File: src/rtl/clk_monitor_pkg.sv
// Shared types and helpers for the clk_monitor slow-clock receiver.
package clk_monitor_pkg;

    typedef enum logic [1:0] {
        IDLE,
        MEASURE,
        TRACK
    } state_e;

    // All-ones value of a counter of the given width (width up to 32).
    function automatic logic [31:0] cnt_max(input int unsigned width);
        return (32'd1 << width) - 32'd1;
    endfunction

endpackage

File: src/rtl/sync_edge_det.sv
// Multi-flop synchroniser with a history flop, giving registered rise/fall strobes.
// The unregistered edge events are also exported so a consumer can act on the same edge.
module sync_edge_det #(
    parameter int SYNC_STAGES = 2
) (
    input  logic clk_in,
    input  logic rst_n,
    input  logic sig_i,
    output logic rise_evt_o,
    output logic fall_evt_o,
    output logic rise_o,
    output logic fall_o
);

    logic [SYNC_STAGES-1:0] sync_q;
    logic                   prev_q;
    logic                   rise_q;
    logic                   fall_q;
    logic                   s_sync;

    assign s_sync     = sync_q[SYNC_STAGES-1];
    assign rise_evt_o = s_sync & ~prev_q;
    assign fall_evt_o = ~s_sync & prev_q;
    assign rise_o     = rise_q;
    assign fall_o     = fall_q;

    // NOTE: state registers use non-blocking assignments so every flop samples pre-edge values.
    always_ff @(posedge clk_in or negedge rst_n) begin
        if (!rst_n) begin
            sync_q <= '0;
            prev_q <= 1'b0;
            rise_q <= 1'b0;
            fall_q <= 1'b0;
        end else begin
            sync_q <= {sync_q[SYNC_STAGES-2:0], sig_i};
            prev_q <= s_sync;
            rise_q <= rise_evt_o;
            fall_q <= fall_evt_o;
        end
    end

endmodule

File: src/rtl/clk_monitor.sv
// Slow-clock monitor: edge strobes, period/high-time measurement, lock and timeout.
// Define CLK_MONITOR_DUTY_EN to build the high-time capture; otherwise high_time reads 0.
module clk_monitor
    import clk_monitor_pkg::*;
#(
    parameter int CNT_WIDTH   = 8,
    parameter int SYNC_STAGES = 2,
    parameter int LOCK_COUNT  = 4
) (
    input  logic                 clk_in,
    input  logic                 rst_n,
    input  logic                 sig_in,
    output logic                 rise,
    output logic                 fall,
    output logic [CNT_WIDTH-1:0] period,
    output logic [CNT_WIDTH-1:0] high_time,
    output logic                 period_valid,
    output logic                 locked,
    output logic                 timeout
);

    localparam int                   MATCH_W     = $clog2(LOCK_COUNT + 1);
    localparam logic [CNT_WIDTH-1:0] CNT_MAX     = CNT_WIDTH'(cnt_max(CNT_WIDTH));
    localparam logic [MATCH_W-1:0]   LOCK_TARGET = MATCH_W'(LOCK_COUNT);

    logic rise_evt;
    logic fall_evt;

    sync_edge_det #(
        .SYNC_STAGES(SYNC_STAGES)
    ) u_sync (
        .clk_in    (clk_in),
        .rst_n     (rst_n),
        .sig_i     (sig_in),
        .rise_evt_o(rise_evt),
        .fall_evt_o(fall_evt),
        .rise_o    (rise),
        .fall_o    (fall)
    );

    state_e               state_q, state_d;
    logic [CNT_WIDTH-1:0] cnt_q, cnt_d;
    logic [CNT_WIDTH-1:0] period_q, period_d;
    logic [MATCH_W-1:0]   match_q, match_d;
    logic                 valid_q, valid_d;
    logic                 locked_q, locked_d;
    logic                 timeout_q, timeout_d;
    logic                 saturated;

    assign saturated = (cnt_q == CNT_MAX);

    // NOTE: every signal gets its default first so no path leaves it unassigned (no latches).
    always_comb begin
        state_d   = state_q;
        period_d  = period_q;
        match_d   = match_q;
        valid_d   = valid_q;
        locked_d  = locked_q;
        timeout_d = timeout_q;
        cnt_d     = rise_evt ? CNT_WIDTH'(1) : (saturated ? cnt_q : cnt_q + 1'b1);

        case (state_q)
            IDLE: begin
                if (rise_evt) begin
                    state_d   = MEASURE;
                    timeout_d = 1'b0;
                end
            end
            MEASURE, TRACK: begin
                if (rise_evt && saturated) begin
                    // Overflowed interval: restart from this edge as a fresh reference.
                    state_d = MEASURE;
                end else if (saturated) begin
                    state_d   = IDLE;
                    timeout_d = 1'b1;
                    locked_d  = 1'b0;
                    valid_d   = 1'b0;
                end else if (rise_evt) begin
                    period_d = cnt_q;
                    if (state_q == MEASURE) begin
                        state_d  = TRACK;
                        valid_d  = 1'b1;
                        match_d  = MATCH_W'(1);
                        locked_d = 1'b0;  // match history restarts, so lock must be re-earned
                    end else if (cnt_q == period_q) begin
                        match_d = (match_q >= LOCK_TARGET) ? LOCK_TARGET : match_q + 1'b1;
                        if (match_d == LOCK_TARGET) begin
                            locked_d = 1'b1;
                        end
                    end else begin
                        match_d  = MATCH_W'(1);
                        locked_d = 1'b0;
                    end
                end
            end
            default: state_d = IDLE;
        endcase
    end

    always_ff @(posedge clk_in or negedge rst_n) begin
        if (!rst_n) begin
            state_q   <= IDLE;
            cnt_q     <= '0;
            period_q  <= '0;
            match_q   <= '0;
            valid_q   <= 1'b0;
            locked_q  <= 1'b0;
            timeout_q <= 1'b0;
        end else begin
            state_q   <= state_d;
            cnt_q     <= cnt_d;
            period_q  <= period_d;
            match_q   <= match_d;
            valid_q   <= valid_d;
            locked_q  <= locked_d;
            timeout_q <= timeout_d;
        end
    end

    assign period       = period_q;
    assign period_valid = valid_q;
    assign locked       = locked_q;
    assign timeout      = timeout_q;

`ifdef CLK_MONITOR_DUTY_EN
    logic [CNT_WIDTH-1:0] high_q, high_d;

    always_comb begin
        high_d = high_q;
        if (fall_evt && (state_q != IDLE)) begin
            high_d = cnt_q;
        end
    end

    always_ff @(posedge clk_in or negedge rst_n) begin
        if (!rst_n) begin
            high_q <= '0;
        end else begin
            high_q <= high_d;
        end
    end

    assign high_time = high_q;
`else
    logic unused_fall_evt;
    assign unused_fall_evt = fall_evt;
    assign high_time       = '0;
`endif

endmodule

File: config.mk
export PLATFORM = sky130hd
export DESIGN_NAME = clk_monitor
export DESIGN_NICKNAME = d
export VERILOG_FILES = /design/src/rtl/clk_monitor_pkg.sv /design/src/rtl/sync_edge_det.sv /design/src/rtl/clk_monitor.sv
export SDC_FILE = /design/constraint.sdc
export NUM_CORES = 1
export LEC_CHECK = 0
export BUFFER_PORTS_ARGS = -buffer_cell sky130_fd_sc_hd__buf_2
export CORE_MARGIN = 4
export CORE_UTILIZATION = 41
export DETAILED_ROUTE_END_ITERATION = 12
export PLACE_DENSITY = 0.68
export SLEW_MARGIN = 20
export SYNTH_ARGS = -nofsm -noshare
export SYNTH_HDL_FRONTEND = slang
export SYNTH_SLANG_ARGS = --single-unit
File: constraint.sdc
create_clock -name clk_in -period 1.78 [get_ports clk_in]
set_input_delay 0.356 -clock clk_in [delete_from_list [all_inputs] [get_ports clk_in]]
set_output_delay 0.356 -clock clk_in [all_outputs]
set_load 0.01 [all_outputs]
==> results.ini, run 1 <==
[outcome]
status = complete, no violations

[timing]
max_slew_margin_pct = 58.9
setup_ws_ns = 0.0637
skew_ns = 0.00550
min_period_ns = 1.72
fmax_mhz = 583
hold_viol = 0
min_period_over_period_pct = 96.4
finalSetupViolCount = 0
slew_viol_final = 0
rsz0062_at_grt = no
tightest_slew_ns = 0.617

[logic_synthesis]
ys_seq_elements = 29
syn_inst = 136
syn_avg_cell_area_um2 = 11.0
synthArstFlopShare_pct = 100
synth_cell_types = 41
synthFlopType = dfrtp_1
synth-edff-count = 0
seq_area_frac_synth_pct = 48.5
synth-warning-count = 0
syn_area_mm2 = 0.00150

[drt]
ant_nets = 0
drtPass1Iterations = 5
route.detailed.drc = 0
drt-total-wl_um = 2940
num_vias = 1079
viasPerCell = 4.95
routedWlPerCell_um = 13.5
drt_iter0_markers = 24

[power]
p_per_area_mw_per_mm2 = 1350
leakage_nw = 0.890
peakVddDrop_uv = 664

[floorplanning]
placement_rows = 21
die_w_um = 68.4
io_pins = 24
start_util_pct = 43.5
core_area_mm2 = 0.00344
dieArea_mm2 = 0.00468
fp.dieH_um = 68.4

[final_layout]
design_area_mm2 = 0.00182
nNetsFinal = 181
fill_cells = 307
drive_gt1_share_pct = 36.6
layout_common_cells = dfrtp_1, buf_4, buf_2
final_common_cell = dfrtp_1
diodes = 0
area_growth_pct = 21.4

[critical_path]
endpoint_kind = flop
r2r-end = match_q[1]
crit_path_start = state_q[1]
criticalPathCategory = flop to flop
critPathMaxFanout = 4
r2r_start = state_q[1]
reg2regPathDepth = 5
startpoint_type = flop
crit_arrival_ns = 1.87
critPathRequiredTime_ns = 1.94
rrSetupSlack_ns = 0.06

[job]
drv_cap = 0

[min_path]
hold_path.class = primary input to async pin

[place]
numPortBuffers = 15
hpwl_um = 2200
place_ws_ns = -0.0170
gp_congestion = 0.743
placed_area_mm2 = 0.00168

[clock_tree]
insertion_delay_ns = 0.28
root_buffer = clkbuf_8
htreeDepth = 2
ctsHoldBuffers = 0
cts_tree = done
cts_max_path_buffers = 2
numCtsBuffers = 5
cts_sinks = 29
clk_pin_slew_ns = 0.06

[grt]
grt_usage_pct = 14.5
antenna_found_initial = 0
grt_pass1_vias = 1074
grt_max_degree = 30
overflow = 0
grt_pass1_wl_um = 4910

[cell usage after synthesis (2+ instances only)]
| cell | number | share of area [%] |
|---|---|---|
| dfrtp_1 | 29 | 48 |
| inv_1 | 9 | 2.3 |
| buf_4 | 8 | 4.0 |
| mux2_2 | 8 | 6.0 |
| a21oi_1 | 7 | 2.3 |
| ha_1 | 7 | 5.8 |
| nand2_1 | 7 | 1.8 |
| xnor2_1 | 7 | 4.1 |
| nor2_1 | 5 | 1.3 |
| o21ai_0 | 5 | 1.7 |
| nor2b_1 | 4 | 1.7 |
| xor2_1 | 4 | 2.3 |
| clkbuf_1 | 3 | 0.75 |
| nand3_1 | 3 | 1.0 |
| a311oi_1 | 2 | 1.2 |
| mux2i_1 | 2 | 1.3 |
| nand4_1 | 2 | 0.84 |
[area by class of cell]
type | instances | area (µm²) | share of cell area (%)
Clock inverter | 2 | 10.0 | 0.551
Clock buffer | 6 | 72.6 | 3.99
Multi-Input combinational cell | 92 | 698 | 38.4
Tap cell | 46 | 57.6 | 3.17
Sequential cell | 29 | 728 | 40.1
Inverter | 9 | 33.8 | 1.86
Timing Repair Buffer | 34 | 218 | 12.0
[metrics by stage]
step	setup TNS, ns	hold WS [ns]	utilization [%]	power, mW	cells
finish	0	0.0894	52.8	2.46	218
global route	0	0.145	52.8	2.64	218
CTS	0	0.109	51.6	2.43	215
detailed placement	-0.0291	0.342	48.9	1.89	206
global placement	0	0.332	48.9	1.84	206
floorplan	0	0.0604	-	1.58	143
[worst max-delay path, stage by stage, from the launching register on]
cell and delay [ns]:
dfrtp_1 0.35, inv_1 0.09, ha_2 0.19, or4_4 0.53
buf_4 0.17, o41ai_1 0.27
[metal layers]
| metal | routed length [µm] | share of wire (%) | track usage [%] |
|---|---|---|---|
| met1 | 1260 | 43 | 16.7 |
| met2 | 1510 | 51 | 24.6 |
| met3 | 119 | 4.0 | 4.60 |
| met4 | 46 | 1.6 | 6.20 |
| met5 | 0 | 0 | 0 |
[sequential cells by signal (all words and copies together) (netlist names)]
name           count
period_valid       1
u_sync.prev_q      1
match_q            3
u_sync.sync_q      2
u_sync.rise_o      1
u_sync.fall_o      1
cnt_q              8
timeout            1
state_q            2
period             8
locked             1
[power breakdown]
group          switching [mW]  total [mW]  leakage, nW  internal [mW]
clock network           0.236       0.506       0.0450          0.270
registers               0.151       0.959        0.370          0.808
logic                   0.492       0.994        0.475          0.502
total                   0.879        2.46        0.890           1.58
[logic make-up (layout without fill, tap and decap cells)]
group	Yosys count	in the layout	share of synthesized area (%)
compound gates	24	24	10.9
xor+xnor	12	12	7.52
fa+ha+maj	7	7	5.85
buf+inv	22	51	8.10
flops	29	29	48.5
mux	10	10	7.35
other cells	1	8	0.250
simple gates	31	31	11.6
[how the worst max path moves through the flow]
stage,endpoint,slack (ns),cells past startpoint
after detailed placement,locked,-0.02,5
after CTS,match_q[2],0.005,7
after global placement,locked,0.03,5
final,match_q[1],0.06,5
after floorplan,locked,0.04,4
after global routing,match_q[1],0.0005,5
[what timing repair did]
item | CTS | global route
endpoints found under the setup margin | 3 | 13
gates resized for setup | 1 | 7
buffers inserted | 1 | 3
pin swaps | 0 | 7
No activity file was read; power rests on OpenSTA's default activity.
==> inputs of run 2 (changes only) <==
ABC_AREA = 1   (was unset)
==> run 2 against run 1 <==
  * Flip-flop and latch count is the same
  * Global-route usage shrank 1.5 points
  * First-iteration DRC count grew to 2.8 times the previous value
  * Non-clock buffer count shrank 17
  * Critical endpoint is now match_q[2]
  * Largest power group unchanged
  * Highest routed layer unchanged
==> results.ini, run 2 <==
[outcome]
status = complete, no violations

[grt]
overflow = 0  ; unchanged
grt_pass1_vias = 1193  ; +11%
grt_max_degree = 30  ; unchanged
grt_pass1_wl_um = 5090  ; +3.7%
antenna_found_initial = 0  ; unchanged
grt_usage_pct = 13.0  ; -1.5 points

[floorplanning]
fp.dieH_um = 71.6  ; +4.7%
die_w_um = 71.6  ; +4.7%
core_area_mm2 = 0.00380  ; +10%
io_pins = 24  ; unchanged
dieArea_mm2 = 0.00513  ; +9.6%
placement_rows = 22  ; +4.8%
start_util_pct = 43.7  ; +0.20 points

[logic_synthesis]
syn_inst = 208  ; +53%
yosys-top-cells-area = dfrtp_1, nand2_1, inv_1, ha_1, o21ai_2
syn_area_mm2 = 0.00166  ; +11%
synthArstFlopShare_pct = 100  ; unchanged
ys_seq_elements = 29  ; unchanged
synth-warning-count = 0  ; unchanged
seq_area_frac_synth_pct = 43.7  ; -4.7 points
synth_top_area_share_pct = 43.7  ; -4.7 points
synth_cell_types = 27  ; -34%
synthFlopType = dfrtp_1
synth_top_area_cell = dfrtp_1
syn_avg_cell_area_um2 = 7.98  ; -28%
yosys-top-cells-count = nand2_1, inv_1, dfrtp_1
yosysMostFrequentCell = nand2_1
synth-edff-count = 0  ; unchanged

[clock_tree]
numCtsBuffers = 5  ; unchanged
cts_resized = 0  ; -1
cts_sinks = 29  ; unchanged
cts_max_path_buffers = 2  ; unchanged
ctsHoldBuffers = 0  ; unchanged
cts_tree = done
clk_pin_slew_ns = 0.06  ; about the same
htreeDepth = 2  ; unchanged
insertion_delay_ns = 0.28  ; about the same
post_cts_buffers = 0  ; -1
root_buffer = clkbuf_8

[place]
hpwl_um = 2230  ; +1.2%
numPortBuffers = 15  ; unchanged
gp_congestion = 0.825  ; +11%
place_ws_ns = 0.174  ; +0.191 ns

[critical_path]
rrSetupSlack_ns = 0.15  ; +0.09 ns
cpMaxStageDelayCell = dfrtp_1
crit_arrival_ns = 1.80  ; -0.07 ns
critPathRequiredTime_ns = 1.95  ; about the same
reg2regPathDepth = 10  ; +5
startpoint_type = flop
endpoint_kind = flop
worst-path-buf-inv = 2  ; unchanged
cp_top_family = simple AND/OR/NAND/NOR gates
r2r_start = cnt_q[0]
criticalPathCategory = flop to flop
critPathMaxFanout = 12  ; +8
worst-path-stages = 10  ; +5
cp_cell_sequence = ha_1 -> nand2_1 -> nor2_4 -> nand2_4 -> nand2_2 -> nor2_2 -> buf_4 -> clkinv_4 -> nand2_1 -> nand2_1
crit_path_frequent_cell = nand2_1
r2r-end = match_q[2]
slowest_delay_ns = 0.42  ; -0.11 ns

[job]
drv_cap = 0  ; unchanged

[timing]
setup_ws_ns = 0.154  ; +0.0899 ns
skew_ns = 0.00359  ; -0.00191 ns
max_slew_margin_pct = 57.2  ; -1.7 points
rsz0062_at_grt = no
setup-tns-final_ns = 0  ; unchanged
fmax_mhz = 615  ; +5.5%
tightest_slew_ns = 0.642  ; +0.0253 ns
hold_viol = 0  ; unchanged
slew_viol_final = 0  ; unchanged
min_period_ns = 1.63  ; -0.0899 ns
finalSetupViolCount = 0  ; unchanged
min_period_over_period_pct = 91.4  ; -5.0 points

[drt]
drtPass1Iterations = 4  ; -1
num_vias = 1250  ; +16%
ant_nets = 0  ; unchanged
drt_iter0_markers = 67  ; +180%
routedWlPerCell_um = 10.5  ; -22%
route.detailed.drc = 0  ; unchanged
drt-total-wl_um = 2910  ; -0.99%
viasPerCell = 4.50  ; -9.2%

[power]
power_mw = 2.57  ; +4.4%
leakage_nw = 1.01  ; +13%
peakVddDrop_uv = 878  ; +32%
p_per_area_mw_per_mm2 = 1400  ; +3.5%

[final_layout]
final_common_cell = nand2_1
layout_common_cells = nand2_1, inv_1, dfrtp_1
fill_cells = 367  ; +20%
drive_gt1_share_pct = 20.4  ; -16 points
nNetsFinal = 239  ; +32%
diodes = 0  ; unchanged
area_growth_pct = 10.5

[min_path]
hold_path.class = primary input to async pin

## run 2: cell count changes after synthesis, sizes merged, moves of 5 or more
cell / before / now
nor2: 5 / 22
mux2: 8 / 0
nand2: 7 / 64
a21oi: 7 / 2
inv: 9 / 36
o21ai: 5 / 18
xnor2: 8 / 0
## run 2: worst max-delay path by stage
| stage | slack, ns | to | from |
|---|---|---|---|
| floorplan | 0.34 | match_q[2] | cnt_q[0] |
| global placement | 0.25 | match_q[1] | cnt_q[0] |
| detailed placement | 0.17 | match_q[1] | cnt_q[0] |
| CTS | 0.15 | match_q[2] | cnt_q[0] |
| global route | 0.02 | match_q[2] | cnt_q[1] |
| finish | 0.15 | match_q[2] | cnt_q[0] |
## run 2: report_power, final
group          switching [mW]  internal, mW  leakage (nW)
logic                   0.645         0.404         0.592
registers               0.167         0.837         0.376
clock network           0.238         0.277        0.0395
## run 2: area by class of cell
class / count / area [µm²] / share of cell area, %
well taps: 48 / 60.1 / 3.27
flip-flops and latches: 29 / 726 / 39.6
inverters: 37 / 144 / 7.84
clock buffers: 8 / 80.1 / 4.37
repair buffers: 17 / 90.1 / 4.91
multi-input cells: 139 / 734 / 40.0
## run 2: cells by family (layout without fill, tap and decap cells)
family	after synthesis	in the layout	synth area share [%]
xor gates and xnor gates	1	1	0.528
and+or+nand+nor	99	99	26.9
DFF	29	29	43.7
buffers and inverters	47	62	13.6
adders and majority gates	7	7	5.27
AOI/OAI and AO/OA	24	24	9.72
other	1	8	0.226
## run 2: metrics by stage
step	cell area, µm²	cells	util, %	hold WS [ns]
final	1830	278	48.3	0.100
after floorplan	1690	215	-	0.0604
after detailed placement	1750	270	46.2	0.345
after global placement	1750	270	46.2	0.332
after global routing	1830	278	48.3	0.150
after CTS	1830	278	48.3	0.119
## run 2: layer usage
layer	routed length, µm	GRT usage, %	vias to the layer above
li1	-	-	664
met1	1370	16.2	555
met2	1300	19.0	25
met3	185	5.75	6
met4	55	6.47	0
met5	0	0	-
==> inputs of run 3 (changes only) <==
SYNTH_HIERARCHICAL = 1   (was unset)
==> run 3 against run 2 <==
  * Design area grew 6.9%
  * Routed wire length increased by 12%
  * Setup slack about the same
  * First-iteration DRC count is 19% lower
  * Cell count is 6.5% higher
  * Synthesized cell count up 5.8%
  * Sequential share of layout area fell by 2.6 points
  * Global-route usage rose by 1.4 points
  * Die area up 3.2%
  * Register-to-register slack barely moved
  * Clock power increased by 39%
==> results.ini, run 3 <==
[grt]
grt_pass1_wl_um = 5890  ; +16%
antenna_found_initial = 0  ; unchanged
grtUsageMet2_pct = 22.6  ; +3.7 points
grt_usage_pct = 14.4  ; +1.4 points
grt_pass1_vias = 1305  ; +9.4%
grt_use_met3_pct = 3.72  ; -2.0 points
busiest_layer = met2
overflow = 0  ; unchanged
grt_max_degree = 30  ; unchanged
grt_use_met1_pct = 19.2  ; +3.1 points

[logic_synthesis]
yosys-top-cells-area = dfrtp_1, nand2_1, inv_1, ha_1, o21ai_2
synth_top_area_share_pct = 42.2  ; -1.5 points
syn_inst = 220  ; +5.8%
seq_area_frac_synth_pct = 42.2  ; -1.5 points
synth-warning-count = 6  ; +6
synthFlopType = dfrtp_1
synth_cell_types = 27  ; unchanged
syn_avg_cell_area_um2 = 7.81  ; -2.1%
synth-edff-count = 0  ; unchanged
synth_top_area_cell = dfrtp_1
syn_area_mm2 = 0.00172  ; +3.5%
yosys-top-cells-count = nand2_1, inv_1, dfrtp_1
yosysMostFrequentCell = nand2_1
ys_seq_elements = 29  ; unchanged
synthArstFlopShare_pct = 100  ; unchanged

[place]
numPortBuffers = 15  ; unchanged
dp_cells = 284  ; +5.2%
hpwl_um = 2430  ; +9.4%
placed_area_mm2 = 0.00181  ; +3.4%
gp_congestion = 0.816  ; -1.1%

[drt]
route.detailed.drc = 0  ; unchanged
ant_nets = 0  ; unchanged
viasPerCell = 4.57  ; +1.7%
drt_iter0_markers = 54  ; -19%
drtPass1Iterations = 4  ; unchanged
num_vias = 1353  ; +8.2%
routedWlPerCell_um = 11.0  ; +4.9%
drt-total-wl_um = 3250  ; +12%

[power]
p_per_area_mw_per_mm2 = 1440  ; +3.2%
peakVddDrop_uv = 612  ; -30%
leakage_nw = 1.09  ; +8.0%

[critical_path]
critPathMaxFanout = 9  ; -3
criticalPathCategory = flop to flop
crit_path_start = cnt_q[1]
rrSetupSlack_ns = 0.15  ; about the same
r2r_start = cnt_q[1]
startpoint_type = flop
crit_arrival_ns = 1.79  ; about the same
critPathRequiredTime_ns = 1.94  ; about the same
endpoint_kind = flop

[timing]
max_slew_margin_pct = 56.5  ; -0.64 points
min_period_over_period_pct = 91.4  ; about the same
setup-tns-final_ns = 0  ; unchanged
fmax_mhz = 615  ; about the same
slew_viol_final = 0  ; unchanged
skew_ns = 0.00566  ; +0.00207 ns
tightest_slew_ns = 0.652  ; +0.00954 ns
min_period_ns = 1.63  ; -0.000159 ns
hold_viol = 0  ; unchanged
finalSetupViolCount = 0  ; unchanged
rsz0062_at_grt = no

[floorplanning]
die_w_um = 72.8  ; +1.6%
core_area_mm2 = 0.00403  ; +6.1%
start_util_pct = 42.7  ; -1.0 points
fp.dieH_um = 72.8  ; +1.6%
dieArea_mm2 = 0.00529  ; +3.2%
io_pins = 24  ; unchanged
placement_rows = 23  ; +4.5%

[final_layout]
design_area_mm2 = 0.00196  ; +6.9%
final_common_cell = nand2_1
area_growth_pct = 14.0
drive_gt1_share_pct = 19.5  ; -0.92 points
fill_cells = 400  ; +9.0%
stdcell_count = 296  ; +6.5%
layout_common_cells = nand2_1, inv_1, dfrtp_1
nNetsFinal = 255  ; +6.7%
diodes = 0  ; unchanged

[min_path]
hold_path.class = primary input to async pin

[clock_tree]
htreeDepth = 2  ; unchanged
cts_sinks = 29  ; unchanged
cts_max_path_buffers = 2  ; unchanged
cts_tree = done
insertion_delay_ns = 0.28  ; about the same
numCtsBuffers = 5  ; unchanged
root_buffer = clkbuf_8
clk_pin_slew_ns = 0.07  ; about the same

[job]
drv_cap = 0  ; unchanged

[outcome]
status = complete, no violations

[run 3: cell types whose count changed after synthesis, moves of 2 or more]
cell	before	now
inv_1	34	39
nand3_1	5	10
nand4_1	2	5
o21ai_0	6	9
inv_2	2	0
nand2_2	5	3
nor2_1	19	17
[run 3: final cells by class]
cell class / count / area, µm² / area share [%]
Tap cell: 50 / 62.6 / 3.19
Inverter: 40 / 155 / 7.91
Clock inverter: 1 / 30.0 / 1.53
Multi-Input combinational cell: 146 / 766 / 39.1
Sequential cell: 29 / 726 / 37.0
Timing Repair Buffer: 23 / 135 / 6.89
Clock buffer: 7 / 86.3 / 4.40
[run 3: cell families after synthesis]
kind of cell	after synthesis	share of synthesized area, %
flip-flops	29	42.2
adder cells (fa/ha/maj)	7	5.09
XOR/XNOR	2	1.02
other	1	0.218
AO/OA/AOI/OAI	27	9.97
buffers and inverters	52	14.8
AND/OR/NAND/NOR	102	26.7
[run 3: layer usage]
| metal | up-vias | part of all wire [%] |
|---|---|---|
| li1 | 720 | - |
| met1 | 608 | 48 |
| met2 | 21 | 46 |
| met3 | 4 | 3.9 |
| met4 | 0 | 1.2 |
| met5 | - | 0 |
[run 3: critical path: stages (launching register included)]
cell	delay [ns]
dfrtp_1	0.43
ha_1	0.23
nand2_2	0.08
nor2_4	0.19
nand2_4	0.11
nand2_1	0.10
nand3_2	0.10
o21ai_0	0.17
o21ai_1	0.10
[run 3: worst paths after layout]
kind	end	cells after the start
setup / recovery	period_valid	8
hold / removal	period[3]	1
setup reg to reg	period_valid	8
hold reg to reg	u_sync/sync_q[1]	0
max in group asynchronous	cnt_q[4]	1
min in group clk_in	u_sync/sync_q[0]	1
[run 3: where the power goes]
| group | total, mW | switching, mW | internal (mW) |
|---|---|---|---|
| logic | 1.12 | 0.691 | 0.426 |
| clock network | 0.716 | 0.260 | 0.456 |
| registers | 1.00 | 0.166 | 0.834 |
[run 3: repair_timing]
| item | in CTS | in global routing |
|---|---|---|
| endpoints found under the setup margin | 0 | 2 |
| buffers inserted | 0 | 4 |
| resized for setup | 0 | 0 |
| hold endpoints to repair | 0 | 0 |
| hold buffers | 0 | 0 |
[run 3: through the flow]
stage / util [%] / setup slack [ns] / hold slack, ns / power, mW
3_3_place_gp: 45.0 / 0.208 / 0.334 / 2.11
6_report: 48.7 / 0.154 / 0.0963 / 2.83
4_1_cts: 47.9 / 0.140 / 0.129 / 2.86
3_5_place_dp: 45.0 / 0.162 / 0.340 / 2.13
2_1_floorplan: - / 0.319 / 0.0604 / 1.87
5_1_grt: 48.7 / 0.0146 / 0.166 / 3.11
